## config.mk

```make
export PLATFORM = sky130hd
export DESIGN_NAME = stdp_array
export DESIGN_NICKNAME = d
export VERILOG_FILES = /design/src/rtl/stdp_array.sv
export SDC_FILE = /design/constraint.sdc
export NUM_CORES = 1
export LEC_CHECK = 0
export BUFFER_PORTS_ARGS = -buffer_cell sky130_fd_sc_hd__buf_2
export CAP_MARGIN = 5
export CORE_MARGIN = 4
export CORE_UTILIZATION = 45
export DETAILED_ROUTE_END_ITERATION = 16
export PLACE_DENSITY = 0.69
export SLEW_MARGIN = 15
export SYNTH_ARGS = -nofsm -noshare
export SYNTH_HDL_FRONTEND = slang
export SYNTH_SLANG_ARGS = --single-unit
```

## constraint.sdc

```tcl
create_clock -name clk -period 5.8 [get_ports clk]
set_input_delay 1.16 -clock clk [delete_from_list [all_inputs] [get_ports clk]]
set_output_delay 1.16 -clock clk [all_outputs]
set_load 0.01 [all_outputs]
```

## src/rtl/stdp_array.sv

```systemverilog
// stdp_array: pair-based spike-timing-dependent plasticity for N_PRE
// presynaptic channels converging on one postsynaptic neuron.
//
// Each channel owns one weight register. A saturating timer per channel
// (and one for the post neuron) measures the cycles since the last spike.
// Timers load 1 on a spike, then count up and stick at TMAX ("stale").
//
// Learning is evaluated at every edge using the timer values from before
// that edge:
//   post & pre[i]  : potentiation (LTP) with dt = 0
//   post & !pre[i] : LTP with dt = pre_t[i]
//   pre[i] & !post : depression (LTD) with dt = post_t
// An update is taken only when dt < WIN and the timer is not stale. The step
// size is max(A - (dt >> TAU_SH), 0). The weight arithmetic saturates at
// both rails.
//
// Handshake: upd_valid is a one-cycle, unqualified pulse with no ready. It
// is registered one edge after the evaluating edge. upd_mask is meaningful
// only while upd_valid is high. The consumer must sample it on every cycle
// because there is no back-pressure. Back-to-back events produce
// back-to-back pulses.
//
// Arithmetic uses 32-bit intermediates, so WW and TW must be below 32.

module stdp_array #(
   parameter int N_PRE  = 4,
   parameter int WW     = 8,
   parameter int TW     = 8,
   parameter int WIN    = 16,
   parameter int A_P    = 8,
   parameter int A_M    = 6,
   parameter int TAU_SH = 1,
   localparam int SW    = (N_PRE > 1) ? $clog2(N_PRE) : 1
) (
   input  logic                  clk,
   input  logic                  rst,
   input  logic [N_PRE-1:0]      pre_spike,
   input  logic                  post_spike,
   input  logic                  learn_en,
   input  logic                  w_load,
   input  logic [SW-1:0]         w_load_sel,
   input  logic [WW-1:0]         w_load_data,
   input  logic [SW-1:0]         w_rd_sel,
   output logic [WW-1:0]         w_rd_data,
   output logic [N_PRE*WW-1:0]   w_all,
   output logic                  upd_valid,
   output logic [N_PRE-1:0]      upd_mask
);

   localparam logic [TW-1:0] TMAX  = '1;
   localparam logic [TW-1:0] T_ONE = TW'(1);
   localparam logic [WW-1:0] WMAX  = '1;
   localparam logic [WW-1:0] W_RST = WW'(1) << (WW - 1);

   // Spike timers and weight state
   logic [TW-1:0]    pre_t [N_PRE];
   logic [TW-1:0]    post_t;
   logic [WW-1:0]    w_q   [N_PRE];

   // Next-state of weights and the per-channel update flags for this edge
   logic [WW-1:0]    w_d   [N_PRE];
   logic [N_PRE-1:0] mask_d;

   // Per-channel classification, kept as vectors so checkers can bind to them
   logic [N_PRE-1:0] ltp_hit;
   logic [N_PRE-1:0] ltd_hit;
   logic [N_PRE-1:0] load_hit;

   // A timer value is usable when it is fresh and inside the window
   function automatic logic in_window(input logic [TW-1:0] t);
      return (t != TMAX) && (32'(t) < 32'(WIN));
   endfunction

   // Step magnitude that decays linearly with dt and floors at zero
   function automatic logic [31:0] step_size(input int amp, input logic [TW-1:0] dt);
      logic [31:0] sh;
      sh = 32'(dt >> TAU_SH);
      return (sh >= 32'(amp)) ? 32'd0 : (32'(amp) - sh);
   endfunction

   // Weight plus step, clamped at the top rail
   function automatic logic [WW-1:0] sat_add(input logic [WW-1:0] w, input logic [31:0] d);
      logic [32:0] s;
      s = {1'b0, 32'(w)} + {1'b0, d};
      return (s > 33'(WMAX)) ? WMAX : s[WW-1:0];
   endfunction

   // Weight minus step, clamped at zero
   function automatic logic [WW-1:0] sat_sub(input logic [WW-1:0] w, input logic [31:0] d);
      logic [31:0] r;
      r = 32'(w) - d;
      return (d > 32'(w)) ? '0 : r[WW-1:0];
   endfunction

   // Post timer: reload on spike, otherwise count up and stick at TMAX
   always_ff @(posedge clk) begin
      if (rst) begin
         post_t <= TMAX;
      end else if (post_spike) begin
         post_t <= T_ONE;
      end else if (post_t != TMAX) begin
         post_t <= post_t + T_ONE;
      end
   end

   // Pre timers: same rule, one per channel, independent of learn_en
   always_ff @(posedge clk) begin
      for (int i = 0; i < N_PRE; i++) begin
         if (rst) begin
            pre_t[i] <= TMAX;
         end else if (pre_spike[i]) begin
            pre_t[i] <= T_ONE;
         end else if (pre_t[i] != TMAX) begin
            pre_t[i] <= pre_t[i] + T_ONE;
         end
      end
   end

   // Classify each channel for this edge: LTP, LTD, load override
   always_comb begin
      ltp_hit  = '0;
      ltd_hit  = '0;
      load_hit = '0;
      for (int i = 0; i < N_PRE; i++) begin
         load_hit[i] = w_load && (w_load_sel == SW'(i));
         if (learn_en) begin
            if (post_spike && pre_spike[i]) begin
               ltp_hit[i] = 1'b1;
            end else if (post_spike) begin
               ltp_hit[i] = in_window(pre_t[i]);
            end else if (pre_spike[i]) begin
               ltd_hit[i] = in_window(post_t);
            end
         end
      end
   end

   // Next weights and update mask; a load wins over learning on its channel
   always_comb begin
      logic [TW-1:0] dt;
      mask_d = '0;
      dt     = '0;
      for (int i = 0; i < N_PRE; i++) begin
         w_d[i] = w_q[i];
         // Coincident spikes use dt = 0; otherwise use the partner's timer
         dt = (post_spike && !pre_spike[i]) ? pre_t[i]
            : (post_spike ? '0 : post_t);
         if (load_hit[i]) begin
            w_d[i] = w_load_data;
         end else if (ltp_hit[i]) begin
            w_d[i]    = sat_add(w_q[i], step_size(A_P, dt));
            mask_d[i] = 1'b1;
         end else if (ltd_hit[i]) begin
            w_d[i]    = sat_sub(w_q[i], step_size(A_M, dt));
            mask_d[i] = 1'b1;
         end
      end
   end

   // Weight registers
   always_ff @(posedge clk) begin
      for (int i = 0; i < N_PRE; i++) begin
         if (rst) begin
            w_q[i] <= W_RST;
         end else begin
            w_q[i] <= w_d[i];
         end
      end
   end

   // Update pulse and mask, one cycle after the evaluating edge
   always_ff @(posedge clk) begin
      if (rst) begin
         upd_valid <= 1'b0;
         upd_mask  <= '0;
      end else begin
         upd_valid <= |mask_d;
         upd_mask  <= mask_d;
      end
   end

   // Registered readback of the selected weight (pre-edge value)
   always_ff @(posedge clk) begin
      if (rst) begin
         w_rd_data <= W_RST;
      end else if (32'(w_rd_sel) < 32'(N_PRE)) begin
         w_rd_data <= w_q[w_rd_sel];
      end else begin
         w_rd_data <= '0;
      end
   end

   // Flat view of all weight registers, no added latency
   always_comb begin
      w_all = '0;
      for (int i = 0; i < N_PRE; i++) begin
         w_all[i*WW +: WW] = w_q[i];
      end
   end

endmodule

```

# Yosys cells after proc, flatten, opt, wreduce, memory -nomap -nowiden
# Memories as Yosys holds them, arrays and structs flattened. A register that Yosys moved wholly into a read port is not among the register bits.
# Index checks and enable logic that the tools add are counted.
dict set report totals {
  n_memories 2
  latchBits 0
  output_inout_bits 45
  ff_bits 13
  ramBits 64
  romBits 0
}
# name depth width read_ports rd_clocked_by_memory_dff write_ports line_no
set mem_list {}
lappend mem_list {pre_t 4 8 4 0 4 56} ;# logic [TW-1:0] pre_t [N_PRE];
lappend mem_list {w_q 4 8 5 1 4 58} ;# logic [WW-1:0] w_q [N_PRE];
dict set report op_classes {
  mul 0
  shift 0
  n_div 0
  magnitude_cmp 21
  mux 118
  add_sub_neg 21
  n_bitwise 12
  eq_ne 8
  reduce_logical 25
}
# cell count
set op_table {}
lappend op_table {{2-to-1 mux 8 bit} 39}
lappend op_table {{2-to-1 mux 32 bit} 8}
lappend op_table {{adder 8 x 32 -> 33 bit} 4}
lappend op_table {{> comparator 33 x 8 -> 1 bit, second input constant} 4}
lappend op_table {{> comparator 32 x 8 -> 1 bit} 4}
lappend op_table {{2-to-1 mux 1 bit} 71}
lappend op_table {{adder 8 x 1 -> 8 bit, second input constant} 5}
lappend op_table {{< comparator 8 x 5 -> 1 bit, second input constant} 5}
lappend op_table {{inequality test 8 bit, second input constant} 5}
lappend op_table {{subtractor 3 x 7 -> 8 bit, first input constant} 4}
lappend op_table {{subtractor 4 x 7 -> 8 bit, first input constant} 4}
lappend op_table {{subtractor 8 bit} 4}
lappend op_table {{greater-or-equal comparator 7 x 3 -> 1 bit, second input constant} 4}
lappend op_table {{greater-or-equal comparator 7 x 4 -> 1 bit, second input constant} 4}
lappend op_table {{logical AND 1 bit} 17}
lappend op_table {{bitwise OR 1 bit} 12}
lappend op_table {{equality test 2 bit, second input constant} 2}
lappend op_table {{zero test 1 bit} 4}
lappend op_table {{OR reduction 4 bit} 1}
lappend op_table {{equality test 2 x 1 -> 1 bit, second input constant} 1}
lappend op_table {{zero test 2 bit} 1}
lappend op_table {{nonzero test 2 bit} 1}
lappend op_table {{OR reduction 2 bit} 1}

# Logic depth before layout (Yosys ltp)
dict set report logic_depth {
  ltp_word 11
  depth_mapped 21
  ltp_nobuf 20
}

# Worst setup path after synthesis
# OpenSTA, ideal clock, no wires.
dict set report synth_path {
  kind {input-to-reg}
  startpoint {in pre_spike[3]}
  endpoint {mem w_q[3][4]}
  stages 19
  setup_time_ps 122
  path_slack_ps 486
  arrival_time_ps 5193
  path_cell_list {and2b_1 a21o_1 inv_1 ha_1 xnor2_1 nor2_1 ha_1 nor2b_1 o31a_1 or3_1 a21oi_1 nor2_1 or2_2 ha_1 or4b_1 nor3_1 a21boi_1 o21ai_0 a221o_1}
}
# item line_no
set synth_rtl {}
lappend synth_rtl {{start: declaration} 37} ;# input logic [N_PRE-1:0] pre_spike,
lappend synth_rtl {{end: declaration} 58}

==> impl_metrics.csv <==
group,metric,value,unit
finish,diodes,0,
route,wl,26.2,mm
sta,fin_ws,0.524,ns
finish,final_common_cell,"ha_1",
placement,routabilityCongestion,0.959,
yosys,synth-edff-count,32,
die,die_y,154,um
pwr,combPwrFrac,0.382,
global_routing,grt_pass1_wl,42.3,mm
critical_path,worstPathMaxFanout,10,
sta,slew_headroom,0.344,
critical_path,max_stage_delay,0.38,ns
status,status,"finished clean",
cts,root_buffer,"clkbuf_16",
global_routing,first_global_vias,8463,
critical_path,startpoint_type,"primary input",
cts,hold_buffers,0,
die,num_rows,53,
job,maxCapViolations,0,
global_routing,grt-ovfl-total,0,
global_routing,track_usage,0.219,
pwr,vdd_drop_max,0.000154,V
cts,cts.sinks,85,
placement,placed_cell_area,10600,sq um
hold_path,holdCritStartpoint,"post_t[1]",
route,ant_nets,0,
die,top_level_ports,66,
sta,worstMarginPinSlew,0.984,ns
yosys,synth_cell_types,80,
pwr,p_total,0.00224,W
route,wl_per_cell,16.5,um
cts,cts_tree,"yes",
pwr,p_leak,5.20,nW
critical_path,critPathSlowestCell,"o31ai_1",
cts,clk_pin_slew,0.07,ns
yosys,yosys_warnings,0,
yosys,ys_ff_latch,85,
sta,finalSetupTns,0,ns
yosys,seq_area_frac_synth,0.211,
die,core_area,21000,sq um
yosys,netlist_instances,1143,
route,drc,0,
sta,min_period_over_period,0.910,
cts,clockBufferDepth,2,
sta,drv_slew,0,
placement,dp_hpwl,21.0,mm
critical_path,startpoint,"post_spike",
placement,pre_cts_slack,0.207,ns
critical_path,path_cells,"buf_2 > buf_4 > nor2b_1 > a21o_1 > inv_1 > ha_1 > xnor2_1 > nor2_1 > ha_1 > nor2b_1 > o31ai_1 > a21oi_1 > nor2_1 > nor2_1 > or2_2 > ha_1 > nor4_1 > nand2_1 > nor3_1 > o21ai_0 > o21ai_0 > o221ai_1",
die,dieArea,23600,sq um
route,vias_per_cell,5.60,
cts,insertion_delay,0.35,ns
finish,final_cell_area,10900,sq um
yosys,avgSynthCellArea,8.37,sq um
finish,area_growth,14.1,%
cts,cts_buffers,9,
route,drt_iter0_drc,609,
pwr,pwr-share-clk,0.280,
critical_path,regToRegStartpoint,"post_t[4]",
yosys,muxShareOfSynthArea,0.0252,
global_routing,grt_max_degree,45,
pwr,seq_power_share,0.338,
critical_path,r2r_slack,1.02,ns
sta,grt_setup_unrepaired,"false",
sta,finalWorstPathRequiredPeriod,5.28,ns
hold_path,hp-class,"reg2reg",
yosys,synth_compound_area_frac,0.226,
global_routing,antenna_found_initial,0,
yosys,synthAdderAreaFrac,0.222,
die,die_w,154,um
sta,skew,0.00823,ns
critical_path,required,5.99,ns
sta,hold_violations,0,
finish,fin_nets,1494,
yosys,synthArstFlopShare,0,
yosys,synthSimpleGateAreaFrac,0.202,
yosys,yosys.area_share.xor_xnor,0.0614,
pwr,power_switching,0.000825,W
pwr,cellPowerDensity,206,nW/um^2
yosys,syn-cell-area,9560,sq um
critical_path,endpoint_kind,"flop",
critical_path,worst-setup-path-type,"in2reg",
route,first_pass_iters,5,
pwr,cell_internal_pwr,0.00142,W
yosys,ys_dominant_reg_cell,"dfxtp_1",
cts,ctsHtreeMaxLevel,3,
pwr,sw_frac_of_total,0.368,
route,vias,8899,
finish,drive_gt1_frac,0.109,
yosys,synth_top_family_by_area,"compound AO/OA/AOI/OAI gates",
critical_path,crit_arrival,5.47,ns
placement,port_buffers,65,
finish,final_cell_mix,"ha_1, inv_1, conb_1",
cts,cts_resized,0,
sta,setup_violations,0,
sta,max_clock_freq,190,MHz
die,initial_core_util,0.456,
cts,postCtsSetupBuffers,0,
-- power groups by stage --
| stage | clock [W] | sequential (W) | combinational [W] |
|---|---|---|---|
| 2_1_floorplan | 0 | 0.000747 | 0.000635 |
| 3_3_place_gp | 0 | 0.000767 | 0.000824 |
| 3_5_place_dp | 0 | 0.000768 | 0.000833 |
| 4_1_cts | 0.000635 | 0.000755 | 0.000839 |
| 5_1_grt | 0.000662 | 0.000764 | 0.000966 |
| 6_report | 0.000629 | 0.000758 | 0.000858 |
-- synth_stat cells (6+ instances only) --
master / n / area (sq um)
fa_1: 8 / 160
o22ai_1: 7 / 43.8
o21bai_1: 11 / 82.6
nor4_1: 9 / 56.3
clkbuf_1: 11 / 41.3
ha_1: 157 / 1960
mux4_2: 8 / 180
o21ai_0: 77 / 385
a211oi_1: 10 / 75.1
nand3_1: 42 / 210
a211o_1: 11 / 96.3
nor3_1: 25 / 125
o21a_1: 15 / 113
a31oi_1: 11 / 68.8
or3_1: 8 / 50.1
a21o_1: 24 / 180
or2_2: 21 / 131
nor2b_1: 22 / 138
o221ai_1: 7 / 61.3
a22o_1: 6 / 52.6
nand4_1: 9 / 56.3
nor2_1: 75 / 282
o211ai_1: 19 / 143
xnor2_1: 38 / 333
and2_1: 11 / 68.8
inv_1: 107 / 402
and3_1: 19 / 119
a22oi_1: 15 / 113
nand2b_1: 15 / 93.8
a21oi_1: 72 / 360
dfxtp_1: 53 / 1060
edfxtp_1: 32 / 961
xor2_1: 29 / 254
nand2_1: 70 / 263
-- metrics by stage --
step                       util  std cells  hold WS (ns)
after global placement    0.506       1572         0.559
after floorplan               -       1237         0.524
after detailed placement  0.506       1572         0.586
after CTS                 0.521       1588         0.598
after global routing      0.521       1588         0.632
final                     0.521       1588         0.591
-- cell families after synthesis --
| family | Yosys count |
|---|---|
| buffers and inverters | 124 |
| DFF | 85 |
| muxes | 14 |
| xor gates and xnor gates | 67 |
| other | 2 |
| adders and majority gates | 165 |
| AOI/OAI and AO/OA | 328 |
| and+or+nand+nor | 358 |
-- final timing paths --
kind | cells after the start | to
max reg2reg | 18 | w_q[3][4]
min reg2reg | 2 | post_t[1]
max | 22 | w_q[0][0]
min | 2 | post_t[1]
-- area by class of cell --
type,instances,area [sq um]
timing repair buffer,77,415
multi-input combinational,1028,7410
clock buffer,13,272
inverter,107,402
fill,2060,10000
clock inverter,3,43.8
tap,275,344
sequential,85,2020
-- critical path: cells and delay by family --
| family | cells | cell delay, ns |
|---|---|---|
| buf+inv | 3 | 0.49 |
| simple gates | 9 | 1.37 |
| fa+ha+maj | 3 | 0.85 |
| compound gates | 6 | 1.43 |
| xor+xnor | 1 | 0.16 |
-- registers in the layout (all words and copies together), names as in the netlist --
| register | cells |
|---|---|
| post_t | 8 |
| pre_t | 32 |
| upd_mask | 4 |
| upd_valid | 1 |
| w_q | 32 |
| w_rd_data | 8 |
-- routing by layer --
layer | up-vias | track usage | part of all wire
met1 | 4179 | 0.291 | 0.45
met5 | - | 0 | 0
li1 | 4410 | - | -
met2 | 250 | 0.369 | 0.46
met3 | 60 | 0.0273 | 0.057
met4 | 0 | 0.0774 | 0.031
No activity file was read; power rests on OpenSTA's default activity.
